==> src/rtl/instr_fetch_unit.sv <==
// rtl/instr_fetch_unit.sv - instruction fetch stage with one-outstanding memory requests and an instruction buffer
//
// Purpose: owns the PC and fetches instruction words from a variable-latency memory.
//          Returned words are buffered with their PC+4 and handed to decode through a valid/ready handshake.
//          Branch/jump redirects flush buffered work and restart fetch at the new target.
// Ports:
//   clk, rst                    clock and asynchronous active-high reset
//   imem_req/imem_addr          fetch request; the address is held stable until imem_ack
//   imem_ack/imem_rdata         request accepted; the word is valid in the same cycle
//   redirect_valid/_target      restart fetch at target (bits [1:0] forced to zero)
//   instr_valid/instr/instr_pc_plus4/instr_ready
//                               buffer head towards decode; the data outputs are zero when not valid
module instr_fetch_unit #(
    parameter logic [31:0] RESET_PC   = 32'h0000_0000,
    parameter int          FIFO_DEPTH = 2
) (
    input  logic        clk,
    input  logic        rst,
    output logic        imem_req,
    output logic [31:0] imem_addr,
    input  logic        imem_ack,
    input  logic [31:0] imem_rdata,
    input  logic        redirect_valid,
    input  logic [31:0] redirect_target,
    output logic        instr_valid,
    output logic [31:0] instr,
    output logic [31:0] instr_pc_plus4,
    input  logic        instr_ready
);
    localparam int AW = $clog2(FIFO_DEPTH);
    localparam logic [AW:0] DEPTH_C = (AW + 1)'(FIFO_DEPTH);

    typedef enum logic [1:0] {
        S_IDLE,
        S_WAIT,
        S_DISCARD
    } state_t;

    state_t        state_q, state_d;
    logic [31:0]   pc_q, pc_d;
    logic [31:0]   stale_addr_q, stale_addr_d;
    logic [AW-1:0] wr_ptr_q, wr_ptr_d;
    logic [AW-1:0] rd_ptr_q, rd_ptr_d;
    logic [AW:0]   count_q, count_d;
    logic [31:0]   fifo_instr_q [FIFO_DEPTH];
    logic [31:0]   fifo_pc4_q   [FIFO_DEPTH];

    logic          ack_fire;
    logic          push;
    logic          pop;
    logic [AW:0]   count_after;
    logic [31:0]   pc_plus4;
    logic          unused_tgt_bits;

    assign unused_tgt_bits = ^redirect_target[1:0];

    assign imem_req       = (state_q != S_IDLE);
    // While discarding, pc_q already holds the redirect target, so the stale address is replayed.
    assign imem_addr      = (state_q == S_DISCARD) ? stale_addr_q : pc_q;
    assign instr_valid    = (count_q != '0);
    assign instr          = instr_valid ? fifo_instr_q[rd_ptr_q] : 32'h0;
    assign instr_pc_plus4 = instr_valid ? fifo_pc4_q[rd_ptr_q] : 32'h0;

    assign ack_fire    = imem_ack & imem_req;
    assign pop         = instr_valid & instr_ready;
    assign push        = ack_fire & (state_q == S_WAIT) & ~redirect_valid;
    assign pc_plus4    = pc_q + 32'd4;
    assign count_after = count_q + (AW + 1)'(push) - (AW + 1)'(pop);

    always_comb begin
        state_d      = state_q;
        pc_d         = pc_q;
        stale_addr_d = stale_addr_q;
        wr_ptr_d     = wr_ptr_q + AW'(push);
        rd_ptr_d     = rd_ptr_q + AW'(pop);
        count_d      = count_after;

        // A request reserves a buffer slot, so a new one may issue only while the
        // buffered words plus the one in flight still fit.
        case (state_q)
            S_IDLE: begin
                if (count_q < DEPTH_C) begin
                    state_d = S_WAIT;
                end
            end
            S_WAIT: begin
                if (ack_fire) begin
                    pc_d    = pc_plus4;
                    state_d = (count_after < DEPTH_C) ? S_WAIT : S_IDLE;
                end
            end
            S_DISCARD: begin
                if (ack_fire) begin
                    state_d = S_IDLE;
                end
            end
            default: state_d = S_IDLE;
        endcase

        if (redirect_valid) begin
            pc_d     = {redirect_target[31:2], 2'b00};
            wr_ptr_d = '0;
            rd_ptr_d = '0;
            count_d  = '0;
            case (state_q)
                S_WAIT: begin
                    if (ack_fire) begin
                        state_d = S_IDLE;
                    end else begin
                        state_d      = S_DISCARD;
                        stale_addr_d = pc_q;
                    end
                end
                S_DISCARD: state_d = ack_fire ? S_IDLE : S_DISCARD;
                default:   state_d = S_IDLE;
            endcase
        end
    end

    always_ff @(posedge clk or posedge rst) begin
        if (rst) begin
            state_q      <= S_IDLE;
            pc_q         <= RESET_PC;
            stale_addr_q <= RESET_PC;
            wr_ptr_q     <= '0;
            rd_ptr_q     <= '0;
            count_q      <= '0;
        end else begin
            state_q      <= state_d;
            pc_q         <= pc_d;
            stale_addr_q <= stale_addr_d;
            wr_ptr_q     <= wr_ptr_d;
            rd_ptr_q     <= rd_ptr_d;
            count_q      <= count_d;
        end
    end

    // The payload needs no reset: it is only visible through count_q.
    always_ff @(posedge clk) begin
        if (push) begin
            fifo_instr_q[wr_ptr_q] <= imem_rdata;
            fifo_pc4_q[wr_ptr_q]   <= pc_plus4;
        end
    end

endmodule

==> config.mk <==
export PLATFORM = sky130hd
export DESIGN_NAME = instr_fetch_unit
export DESIGN_NICKNAME = d
export VERILOG_FILES = /design/src/rtl/instr_fetch_unit.sv
export SDC_FILE = /design/constraint.sdc
export NUM_CORES = 1
export LEC_CHECK = 0
export BUFFER_PORTS_ARGS = -buffer_cell sky130_fd_sc_hd__buf_2
export CORE_MARGIN = 2
export CORE_UTILIZATION = 45
export DETAILED_ROUTE_END_ITERATION = 6
export PLACE_DENSITY = 0.67
export SLEW_MARGIN = 20
export SYNTH_ARGS = -nofsm -noshare
export SYNTH_HDL_FRONTEND = slang
export SYNTH_SLANG_ARGS = --single-unit
==> constraint.sdc <==
create_clock -name clk -period 4.1 [get_ports clk]
set_clock_uncertainty 0.1 [all_clocks]
set_input_delay 0.82 -clock clk [delete_from_list [all_inputs] [get_ports clk]]
set_output_delay 0.82 -clock clk [all_outputs]
set_load 0.02 [all_outputs]
Word-level counts from Yosys, hierarchy flattened:

Memories as Yosys holds them, arrays and structs flattened.
Cells that the tools add are included.

* flip-flop bits (word level): 70
* bits in writable memories: 128
* input bits: 69
* output and inout bits: 98
* word-level logic and storage cells: 54
* memories: 2

* $add $sub $neg: 5
* magnitude comparators: 2
* eq/ne operators: 5
* mux-type cells: 19
* bitwise operators: 6
* reductions and logical operators: 9

Memories
* fifo_instr_q: depth 2, bits a word 32, read ports 1, clocked after Yosys merged registers in 0, write ports 1, RTL line 45 `logic [31:0] fifo_instr_q [FIFO_DEPTH];`
* fifo_pc4_q: depth 2, bits a word 32, read ports 1, clocked after Yosys merged registers in 0, write ports 1, RTL line 46 `logic [31:0] fifo_pc4_q [FIFO_DEPTH];`

Operator list (count)
* $mux 32: 6
* $add 32x3->32 const B: 1
* $mux 2: 7
* $ne 3x3->1 const B: 3
* $reduce_bool 2->1: 4
* $pmux 2 s3: 1
* $reduce_and 3->1: 2
* $mux 1: 5
* $and 1x1->1: 4
* $lt 2x2->1 const B: 2
* $add 1x1->1: 2
* $add 2x1->2: 1
* $eq 2x1->1 const B: 1
* $eq 2x2->1 const B: 1
* $logic_not 2->1: 1
* $not 1->1: 2
* $reduce_and 2->1: 1
* $reduce_or 2->1: 1
* $sub 2x1->2: 1

Depth between registers and ports, before layout:

* word-level depth: 11
* mapped depth: 12
* depth with buffers taken out: 11

Worst setup path before layout:

No wires, ideal clock.

* path type: input to register
* start point: input port redirect_valid
* end point: memory fifo_instr_q[1][0] (enable)
* setup time: 427 ps
* data arrival time: 3079 ps
* required time: 3573 ps
* slack: 494 ps
* cell stages on the path: 6
* path buffers: 2
* cells stage by stage: clkbuf_1 clkinv_1 clkbuf_1 nand2_1 inv_1 ha_1

* longest elaborated chain between the ends: 4

RTL lines
* start, declared: RTL line 23 `input logic redirect_valid,`
* $not 1->1: RTL line 66 `assign push = ack_fire & (state_q == S_WAIT) & ~redirect_valid;`
* $and 1x1->1: RTL line 66
* $mux 1: RTL line 140 `if (push) begin`
* $mux 1 (implied by the code): RTL line 141 `fifo_instr_q[wr_ptr_q] <= imem_rdata;`
* end, declared: RTL line 45

No other way between the ends.

Worst setup path in the final report:

* start point: register state_q[0]
* end point: output port imem_addr[20]

* longest elaborated chain between the ends: 2

RTL lines
* start, declared: RTL line 39 `state_t state_q, state_d;`
* start signal, assigned: RTL line 129 `state_q <= state_d;`
* $eq 2x2->1: RTL line 59 `assign imem_addr = (state_q == S_DISCARD) ? stale_addr_q : pc_q;`
* $mux 32: RTL line 59
* end, declared: RTL line 20 `output logic [31:0] imem_addr,`

No other way between the ends.

==> results.py <==
metrics = {
    "grt": {
        "grt_max_degree": 40,
        "grt_usage": 0.182,
        "overflow": 0,
        "antenna_found_initial": 0,
        "grt_pass1_wl_mm": 29.0,
        "grt_pass1_vias": 5598,
    },
    "pwr": {
        "power.share.clock": 0.250,
        "vdd_ir_drop_max_uv": 316,
        "netSwitchingFraction": 0.358,
        "powerDensity_nw_per_um2": 589,
        "pwr-share-seq": 0.414,
        "comb_power_share": 0.336,
        "internal_power_mw": 3.94,
        "switching_power_mw": 2.20,
        "p_leak_nw": 3.98,
    },
    "synthesis": {
        "ys_types": 44,
        "ys_warn_count": 0,
        "syn-instance-count": 694,
        "syn_avg_cell_area_um2": 12.7,
        "post_synth_instance_area_um2": 8840,
        "yosys_most_used_dff": "edfxtp_1",
        "synth_edf_count": 124,
        "ys_seq_area_frac": 0.608,
        "synth_seq_cells": 190,
        "synthArstFlopShare": 0.347,
    },
    "detailed_routing": {
        "vias": 5788,
        "via_per_inst": 5.22,
        "drc": 0,
        "wl_per_cell_um": 16.5,
        "postRouteAntennaNets": 0,
        "initialDrtViolationCount": 305,
        "wl_mm": 18.3,
        "drt_first_pass_iters": 5,
    },
    "critical_path": {
        "max_stage_delay_ns": 0.51,
        "worstSetupStartpointType": "register",
        "path_cells": "inv_1, ha_1, buf_4, mux2_2, buf_2",
        "cp-end-kind": "primary output",
        "critPathArrivalTime_ns": 2.37,
        "crit_family": "buffers and inverters",
        "timing.critical_path.buf_inv": 3,
        "cp.required_ns": 3.18,
        "reg2reg_from": "pc_q[2]",
        "crit_path_top_delay_cell": "ha_1",
        "path_max_fanout": 21,
        "crit_start": "state_q[0]",
        "critPathKind": "register to primary output",
    },
    "clocking": {
        "cts_tree": "built",
        "clk_pin_slew_ns": 0.07,
        "hold_buffers": 0,
        "cts-buffers-inserted": 17,
        "cts.sinks": 190,
        "clock_latency_ns": 0.42,
        "post-cts-setup-buffer-count": 0,
        "cts_resized": 0,
        "cts_root_buf": "clkbuf_16",
        "h-tree-depth": 4,
        "clock_path_buffers": 2,
    },
    "sta": {
        "rsz0062_at_grt": "false",
        "max_freq_ghz": 0.304,
        "slew_headroom": 0.492,
        "setup_viol_count_final": 0,
        "finalHoldViolations": 0,
        "drv_slew": 0,
        "worst_pin_slew_ns": 0.762,
        "post-route-period-util": 0.804,
        "period_needed_ns": 3.29,
        "tns_ns": 0,
        "setup_ws_ns": 0.805,
    },
    "floorplan": {
        "die-area_um2": 20800,
        "io_pins": 167,
        "fp-row-count": 51,
        "die_y_um": 144,
        "die_w_um": 144,
        "core_area_um2": 19400,
        "floorplan.initialDensity": 0.456,
    },
    "placed_design": {
        "io_buffer_count": 160,
        "dp_slack_ns": 1.20,
        "detailed_place_hpwl_mm": 12.7,
        "gp_congestion": 0.820,
    },
    "run_status": {
        "status": "finished clean",
    },
    "cells_and_area": {
        "diodes": 0,
        "area_delta_synth_final_pct": 18.0,
        "final_layout_size_suffix_gt1_frac": 0.326,
        "layout.nets": 908,
    },
    "job": {
        "drv_cap": 0,
    },
    "hold_path": {
        "hold_class": "register to register",
        "min_from": "stale_addr_q[5]",
    },
}
==> layer usage <==
metal  track usage  part of all wire  up-vias  wire length, um
li1              -                 -     2797                -
met1         0.253              0.47     2796             8590
met2         0.284              0.46      176             8340
met3        0.0427             0.060       19             1100
met4        0.0567             0.013        0              244
met5             0                 0        -                0
==> metrics by stage <==
stage	utilization	instances	total power, mW	cell area [um^2]	hold WS [ns]
4_1_cts	0.538	1109	6.22	10400	0.404
6_report	0.538	1109	6.14	10400	0.405
3_3_place_gp	0.510	1077	4.64	9890	0.380
2_1_floorplan	-	697	4.02	8850	0.374
3_5_place_dp	0.510	1077	4.67	9890	0.388
5_1_grt	0.538	1109	6.50	10400	0.413
==> cell usage after synthesis (2+ instances only) <==
master	instances	share of area
nor4_1	4	0.0028
xor2_1	20	0.020
a31oi_1	17	0.012
or4_1	14	0.012
nand4_1	12	0.0085
edfxtp_1	124	0.42
xnor2_1	22	0.022
o21ai_0	16	0.0091
nand2_1	33	0.014
nand3_1	13	0.0074
nor3_1	11	0.0062
nor2_1	93	0.039
o31ai_1	14	0.012
nor2b_1	2	0.0014
mux2_2	59	0.075
and2_1	2	0.0014
or3_1	5	0.0035
ha_1	8	0.011
dfrtp_1	66	0.19
and3_1	2	0.0014
nand4_2	2	0.0028
a21oi_1	2	0.0011
buf_1	5	0.0021
clkbuf_2	4	0.0023
o41ai_1	2	0.0020
buf_2	11	0.0062
inv_1	10	0.0042
mux2i_1	63	0.071
and4_1	6	0.0059
buf_4	12	0.010
clkbuf_1	27	0.011
==> area by class of cell <==
| class | instances | area (um^2) |
|---|---|---|
| Clock buffer | 17 | 425 |
| Clock inverter | 15 | 128 |
| Fill cell | 1721 | 8960 |
| Inverter | 11 | 41.3 |
| Multi-Input combinational cell | 437 | 3170 |
| Sequential cell | 190 | 5380 |
| Tap cell | 265 | 332 |
| Timing Repair Buffer | 174 | 968 |
==> cell families (layout without fill, tap and decap cells) <==
group | after synthesis | after routing | share of synthesized area
compound gates | 54 | 54 | 0.0389
xor+xnor | 42 | 42 | 0.0416
fa+ha+maj | 8 | 8 | 0.0113
buf+inv | 70 | 217 | 0.0369
flops | 190 | 190 | 0.608
mux | 122 | 122 | 0.146
other cells | 1 | 4 | 0.000424
simple gates | 207 | 207 | 0.117
==> sequential cells by signal (all words and copies together) (netlist names) <==
signal and cells:
wr_ptr_q 1, pc_q 30, state_q 2, rd_ptr_q 1, count_q 2, fifo_instr_q 64
stale_addr_q 30, fifo_pc4_q 60
==> power groups by stage <==
stage / clock network [mW] / logic, mW / registers (mW)
2_1_floorplan: 0 / 1.60 / 2.42
3_3_place_gp: 0 / 2.08 / 2.57
3_5_place_dp: 0 / 2.09 / 2.58
4_1_cts: 1.59 / 2.10 / 2.54
5_1_grt: 1.66 / 2.27 / 2.58
6_report: 1.54 / 2.06 / 2.54
==> cells in the final DEF (no fill, tap or decap), types with 14 or more instances in the layout <==
cell type	n
a31oi_1	17
buf_2	160
clkbuf_16	17
dfrtp_1	65
edfxtp_1	124
mux2_2	59
mux2i_1	63
nand2_1	33
nor2_1	92
o21ai_0	16
o31ai_1	14
or4_1	14
xnor2_1	22
xor2_1	20
==> worst paths after layout <==
path / to / slack (ns) / depth (start not counted)
min in group asynchronous: stale_addr_q[3] / 0.43 / 2
worst max-delay path: imem_addr[20] / 0.81 / 5
max in group asynchronous: pc_q[17] / 2.81 / 3
worst max register to register: pc_q[20] / 1.37 / 6
worst min-delay path: stale_addr_q[5] / 0.41 / 1
worst min register to register: stale_addr_q[5] / 0.41 / 1
==> worst reg2reg max path: cells and delay by family (launching register included) <==
kind            cells  cell delay, ns
simple gates        3            1.38
flops               1            0.48
buf+inv             1            0.27
fa+ha+maj           1            0.25
compound gates      1            0.17
Note: power is estimated with default switching activity, not from simulation.
